==> src/rtl/eth_byte_serializer.sv <==
// Byte-to-dibit serializer for the RMII frame packer payload input.
// Bytes queue in a small FIFO and leave LSB-first, two bits per consumed cycle.
module eth_byte_serializer #(
    parameter int FIFO_DEPTH   = 16,
    parameter int FRAME_DIBITS = 1280
) (
    input  logic                          clk,
    input  logic                          rst_n,
    input  logic                          in_valid,
    input  logic [7:0]                    in_data,
    output logic                          in_ready,
    input  logic                          stall,
    output logic                          axiov,
    output logic [1:0]                    axiod,
    output logic                          frame_start,
    output logic                          underrun,
    output logic [$clog2(FIFO_DEPTH):0]   fifo_count
);

    localparam int AW = $clog2(FIFO_DEPTH);
    localparam int CW = AW + 1;
    localparam int FW = $clog2(FRAME_DIBITS);

    typedef enum logic {
        ST_EMPTY,
        ST_SHIFT
    } state_t;

    state_t         state_q, state_d;
    logic [1:0]     k_q, k_d;
    logic [7:0]     hold_q, hold_d;
    logic [AW-1:0]  wr_ptr_q, wr_ptr_d;
    logic [AW-1:0]  rd_ptr_q, rd_ptr_d;
    logic [CW-1:0]  count_q, count_d;
    logic           in_ready_q, in_ready_d;
    logic [FW-1:0]  fc_q, fc_d;
    logic           underrun_q, underrun_d;
    logic [7:0]     mem_q [FIFO_DEPTH];

    logic           wr_en;
    logic           pop;
    logic           fifo_empty;

    assign fifo_empty = (count_q == '0);
    assign wr_en      = in_valid && in_ready_q;

    // Holding-register FSM; a pop on k == 3 chains bytes with no bubble.
    always_comb begin
        state_d = state_q;
        k_d     = k_q;
        hold_d  = hold_q;
        pop     = 1'b0;
        unique case (state_q)
            ST_EMPTY: begin
                if (!fifo_empty) begin
                    pop     = 1'b1;
                    hold_d  = mem_q[rd_ptr_q];
                    k_d     = 2'd0;
                    state_d = ST_SHIFT;
                end
            end
            ST_SHIFT: begin
                if (!stall) begin
                    if (k_q != 2'd3) begin
                        k_d = k_q + 2'd1;
                    end else if (!fifo_empty) begin
                        pop    = 1'b1;
                        hold_d = mem_q[rd_ptr_q];
                        k_d    = 2'd0;
                    end else begin
                        k_d     = 2'd0;
                        state_d = ST_EMPTY;
                    end
                end
            end
        endcase
    end

    always_comb begin
        wr_ptr_d = wr_ptr_q;
        rd_ptr_d = rd_ptr_q;
        count_d  = count_q;
        if (wr_en) begin
            wr_ptr_d = wr_ptr_q + AW'(1);
        end
        if (pop) begin
            rd_ptr_d = rd_ptr_q + AW'(1);
        end
        unique case ({wr_en, pop})
            2'b10:   count_d = count_q + CW'(1);
            2'b01:   count_d = count_q - CW'(1);
            default: count_d = count_q;
        endcase
        in_ready_d = (count_d < CW'(FIFO_DEPTH));
    end

    // Pads count toward the frame just like real dibits.
    always_comb begin
        fc_d = fc_q;
        if (!stall) begin
            if (fc_q == FW'(FRAME_DIBITS - 1)) begin
                fc_d = '0;
            end else begin
                fc_d = fc_q + FW'(1);
            end
        end
        underrun_d = !stall && (state_q == ST_EMPTY);
    end

    always_ff @(posedge clk) begin
        if (!rst_n) begin
            state_q    <= ST_EMPTY;
            k_q        <= 2'd0;
            hold_q     <= 8'd0;
            wr_ptr_q   <= '0;
            rd_ptr_q   <= '0;
            count_q    <= '0;
            in_ready_q <= 1'b1;
            fc_q       <= '0;
            underrun_q <= 1'b0;
        end else begin
            state_q    <= state_d;
            k_q        <= k_d;
            hold_q     <= hold_d;
            wr_ptr_q   <= wr_ptr_d;
            rd_ptr_q   <= rd_ptr_d;
            count_q    <= count_d;
            in_ready_q <= in_ready_d;
            fc_q       <= fc_d;
            underrun_q <= underrun_d;
        end
    end

    always_ff @(posedge clk) begin
        if (rst_n && wr_en) begin
            mem_q[wr_ptr_q] <= in_data;
        end
    end

    assign in_ready    = in_ready_q;
    assign fifo_count  = count_q;
    assign axiov       = (state_q == ST_SHIFT);
    assign axiod       = axiov ? hold_q[{k_q, 1'b0} +: 2] : 2'b00;
    assign frame_start = !stall && (fc_q == '0);
    assign underrun    = underrun_q;

endmodule
==> config.mk <==
export PLATFORM = sky130hd
export DESIGN_NAME = eth_byte_serializer
export DESIGN_NICKNAME = d
export VERILOG_FILES = /design/src/rtl/eth_byte_serializer.sv
export SDC_FILE = /design/constraint.sdc
export NUM_CORES = 1
export LEC_CHECK = 0
export ABC_CLOCK_PERIOD_IN_PS = 3240
export BUFFER_PORTS_ARGS = -buffer_cell sky130_fd_sc_hd__buf_2
export CAP_MARGIN = 20
export CORE_MARGIN = 5
export CORE_UTILIZATION = 61
export DETAILED_ROUTE_END_ITERATION = 8
export GPL_ROUTABILITY_DRIVEN = 1
export GPL_TIMING_DRIVEN = 0
export HOLD_SLACK_MARGIN = 0.06
export PLACE_DENSITY = 0.81
export SETUP_SLACK_MARGIN = 0.02
export SLEW_MARGIN = 40
export SYNTH_ARGS = -nofsm -noshare
export SYNTH_HDL_FRONTEND = slang
export SYNTH_SLANG_ARGS = --single-unit
==> constraint.sdc <==
create_clock -name clk -period 3.24 [get_ports clk]
set_input_delay 0.648 -clock clk [delete_from_list [all_inputs] [get_ports clk]]
set_output_delay 0.648 -clock clk [all_outputs]
set_load 0.03 [all_outputs]
==> flow_metrics.py <==
metrics = {
    "run_status": {
        "outcome": "completed",
    },
    "drt": {
        "drt_pass1_iterations": 5,
        "final_antenna_net_count": 0,
        "drcViolationCount": 0,
        "wl_met2_um": 6770,
        "first_iter_violations": 346,
        "dr.max_layer_used": "met4",
        "met1_length_um": 5760,
        "vias_per_cell": 6.23,
        "wirelength_um": 13900,
        "num_vias": 4104,
        "wl_met3_um": 977,
        "wl_per_cell_um": 21.1,
    },
    "pwr": {
        "clkPwrFrac": 0.335,
        "p_per_area_nw_per_um2": 785,
        "ir_worst_vdd_uv": 541,
        "internal_power_mw": 4.39,
        "power_frac_seq": 0.420,
        "p_leak_nw": 2.59,
        "p_sw_frac": 0.289,
        "p_comb_frac": 0.245,
        "p_sw_mw": 1.79,
    },
    "yosys": {
        "synth_cells": 464,
        "synth_cell_types": 52,
        "ys_warn_count": 0,
        "synth_ff_type": "edfxtp_1",
        "syn_nets": 488,
        "synthXorXnorAreaFrac": 0.0177,
        "avgSynthCellArea_um2": 14.9,
        "synthSimpleGateAreaFrac": 0.0804,
        "synth_compound_area_frac": 0.0692,
        "ys_seq_area_frac": 0.674,
        "synthMuxAreaShare": 0.109,
        "synth_top_family_by_area": "multiplexers",
        "async_flop_share": 0,
        "syn_area_um2": 6920,
        "synth_fa_ha_area_frac": 0.0217,
        "synth_edf_count": 128,
        "synth_seq_cells": 169,
    },
    "final_layout": {
        "layout.nets": 529,
        "final_common_cell": "edfxtp_1",
        "antenna_cells": 0,
        "layout_common_cells": "edfxtp_1 (128), dfxtp_1 (41), nor2_1 (38)",
        "drive_gt1_frac": 0.198,
        "final_area_um2": 7870,
        "synthToLayoutAreaGrowth_pct": 13.6,
        "nFillCells": 748,
    },
    "setup_path": {
        "critical-path-top-delay-family": "compound AO/OA/AOI/OAI gates",
        "path_cells": "buf_6 > or4_4 > o2bb2ai_4 > inv_2 > buf_6 > ha_1 > buf_2 > xor2_1 > ha_2 > a211o_2 > a21oi_4 > a211oi_1 > a311o_1",
        "worst-endpoint-arrival_ns": 3.37,
        "startpoint_type": "flip-flop",
        "crit_slowest_cell": "or4_4",
        "crit_path_end_kind": "flip-flop",
        "crit_required_ns": 3.54,
        "crit_fanout": 11,
        "reg2reg_slack_ns": 0.17,
        "worst_path_largest_cell_delay_ns": 0.56,
        "criticalPathCategory": "flip-flop to flip-flop",
        "critPathMostFrequentCell": "buf_6",
        "worst-path-buf-inv": 4,
    },
    "sta": {
        "rsz0062_at_grt": "no",
        "final.period_utilization": 0.946,
        "slew_headroom": 0.480,
        "finalHoldViolations": 0,
        "period_minus_slack_ns": 3.07,
        "fin_setup_tns_ns": 0,
        "skew_ns": 0.00706,
        "worst_pin_slew_ns": 0.777,
        "max_freq_mhz": 326,
        "slew_viol_final": 0,
        "setup-violations-final": 0,
    },
    "global_routing": {
        "grt_pass1_vias": 4151,
        "track_usage": 0.224,
        "grt_start_max_net_pins": 17,
        "antenna_found_initial": 0,
        "grt_overflow": 0,
        "grt_pass1_wl_um": 22200,
    },
    "flow_run": {
        "drv_cap": 0,
    },
    "cts": {
        "cts_buffer_depth": 2,
        "cts_htree_levels": 4,
        "cts_made_buffers": 17,
        "insertion_delay_ns": 0.42,
        "cts_sinks": 169,
        "clk_pin_slew_worst_paths_ns": 0.06,
        "cts_tree": "done",
        "clockRootBuffer": "clkbuf_16",
        "cts_hold_repair.buffers": 0,
    },
    "die": {
        "die_area_um2": 13600,
        "start_util": 0.614,
        "rows": 39,
        "coreArea_um2": 11300,
        "num_io_pins": 23,
        "die_w_um": 117,
        "die_y_um": 117,
    },
    "placed_design": {
        "place_hpwl_um": 8820,
        "place_congestion": 0.895,
        "dpl_cell_area_um2": 7230,
        "portBuffers": 21,
    },
    "min_path": {
        "hp-class": "primary input to flip-flop",
    },
}
-- state kept, by name (all words and copies together) (netlist names), named ones only --
| signal | count |
|---|---|
| mem_q | 128 |
| fifo_count | 4 |
| k_q | 2 |
| in_ready | 1 |
| axiov | 1 |
| hold_q | 8 |
| wr_ptr_q | 4 |
| fc_q | 11 |
| rd_ptr_q | 4 |
| underrun | 1 |
-- final timing paths --
check                             start                  end  depth (start not counted)
max reg2reg  fifo_count[1]$_SDFFE_PN0N_            flip-flop                         13
min reg2reg    rd_ptr_q[3]$_SDFFE_PN0N_            flip-flop                          2
max          fifo_count[1]$_SDFFE_PN0N_            flip-flop                         13
min                               stall  underrun$_SDFF_PN0_                          2
-- power by group through the flow --
stage                     Combinational [mW]  Clock, mW  Sequential [mW]
after floorplan                         1.01          0             2.68
after global placement                  1.37          0             2.62
after detailed placement                1.42          0             2.63
after CTS                               1.45       2.09             2.58
after global routing                    1.64       2.21             2.61
final                                   1.51       2.07             2.60
-- stage by stage --
step	cells	utilization	power, mW	hold slack, ns	worst slack, ns
floorplan	464	-	3.69	0.460	0.118
global placement	628	0.639	3.98	0.479	0.0821
detailed placement	628	0.641	4.04	0.497	-0.0179
CTS	658	0.695	6.12	0.432	0.0320
global route	659	0.698	6.46	0.443	0.0297
finish	659	0.698	6.18	0.448	0.174
-- routing by layer --
| metal | track usage | up-vias |
|---|---|---|
| met4 | 0.0843 | 0 |
| met5 | 0 | - |
| met2 | 0.363 | 159 |
| li1 | - | 1866 |
| met1 | 0.290 | 2045 |
| met3 | 0.0658 | 34 |
-- what timing repair did --
item / in CTS / in global routing
setup buffers: 0 / 2
resized for setup: 1 / 4
pin swaps: 0 / 2
endpoints found under the hold margin: 0 / 0
gates cloned: 0 / 0
setup endpoints to repair: 1 / 2
-- cell type report --
class	instances	area, um^2	area share
flip-flops and latches	169	4660	0.593
multi-input cells	261	2110	0.268
clock buffers	19	433	0.0550
well taps	143	179	0.0227
clock inverters	11	170	0.0216
plain buffers	24	155	0.0197
repair buffers	23	120	0.0153
inverters	9	33.8	0.00429
-- synth_stat cells, types with 2 or more instances --
| library cell | instances | area share |
|---|---|---|
| nand2b_1 | 4 | 0.0036 |
| buf_2 | 6 | 0.0043 |
| buf_1 | 5 | 0.0027 |
| nand4b_1 | 2 | 0.0025 |
| edfxtp_1 | 128 | 0.56 |
| and2_1 | 2 | 0.0018 |
| o21ai_1 | 9 | 0.0065 |
| nor3_1 | 15 | 0.011 |
| xor2_1 | 7 | 0.0089 |
| inv_1 | 8 | 0.0043 |
| nand3_1 | 8 | 0.0058 |
| a22oi_1 | 8 | 0.0087 |
| nor2b_1 | 6 | 0.0054 |
| a21oi_1 | 18 | 0.013 |
| buf_4 | 3 | 0.0033 |
| o22ai_1 | 16 | 0.014 |
| nand4_1 | 4 | 0.0036 |
| xnor2_1 | 7 | 0.0089 |
| nor2_1 | 40 | 0.022 |
| dfxtp_1 | 41 | 0.12 |
| buf_6 | 6 | 0.0098 |
| o21ai_0 | 6 | 0.0043 |
| mux4_2 | 18 | 0.059 |
| or3_1 | 5 | 0.0045 |
| ha_1 | 12 | 0.022 |
| nand3b_1 | 3 | 0.0033 |
| a211oi_1 | 2 | 0.0022 |
| clkbuf_1 | 4 | 0.0022 |
| a32oi_1 | 2 | 0.0025 |
| or3b_2 | 2 | 0.0025 |
| mux2i_1 | 35 | 0.051 |
| nand2_1 | 12 | 0.0065 |
-- cell families (layout without fill, tap and decap cells) --
| group | count (synthesis) | after routing |
|---|---|---|
| DFF | 169 | 169 |
| buffers and inverters | 34 | 86 |
| AOI/OAI and AO/OA | 73 | 73 |
| xor gates and xnor gates | 14 | 14 |
| and+or+nand+nor | 109 | 109 |
| muxes | 53 | 53 |
| adders and majority gates | 12 | 12 |
(Power assumes the default switching activity.)
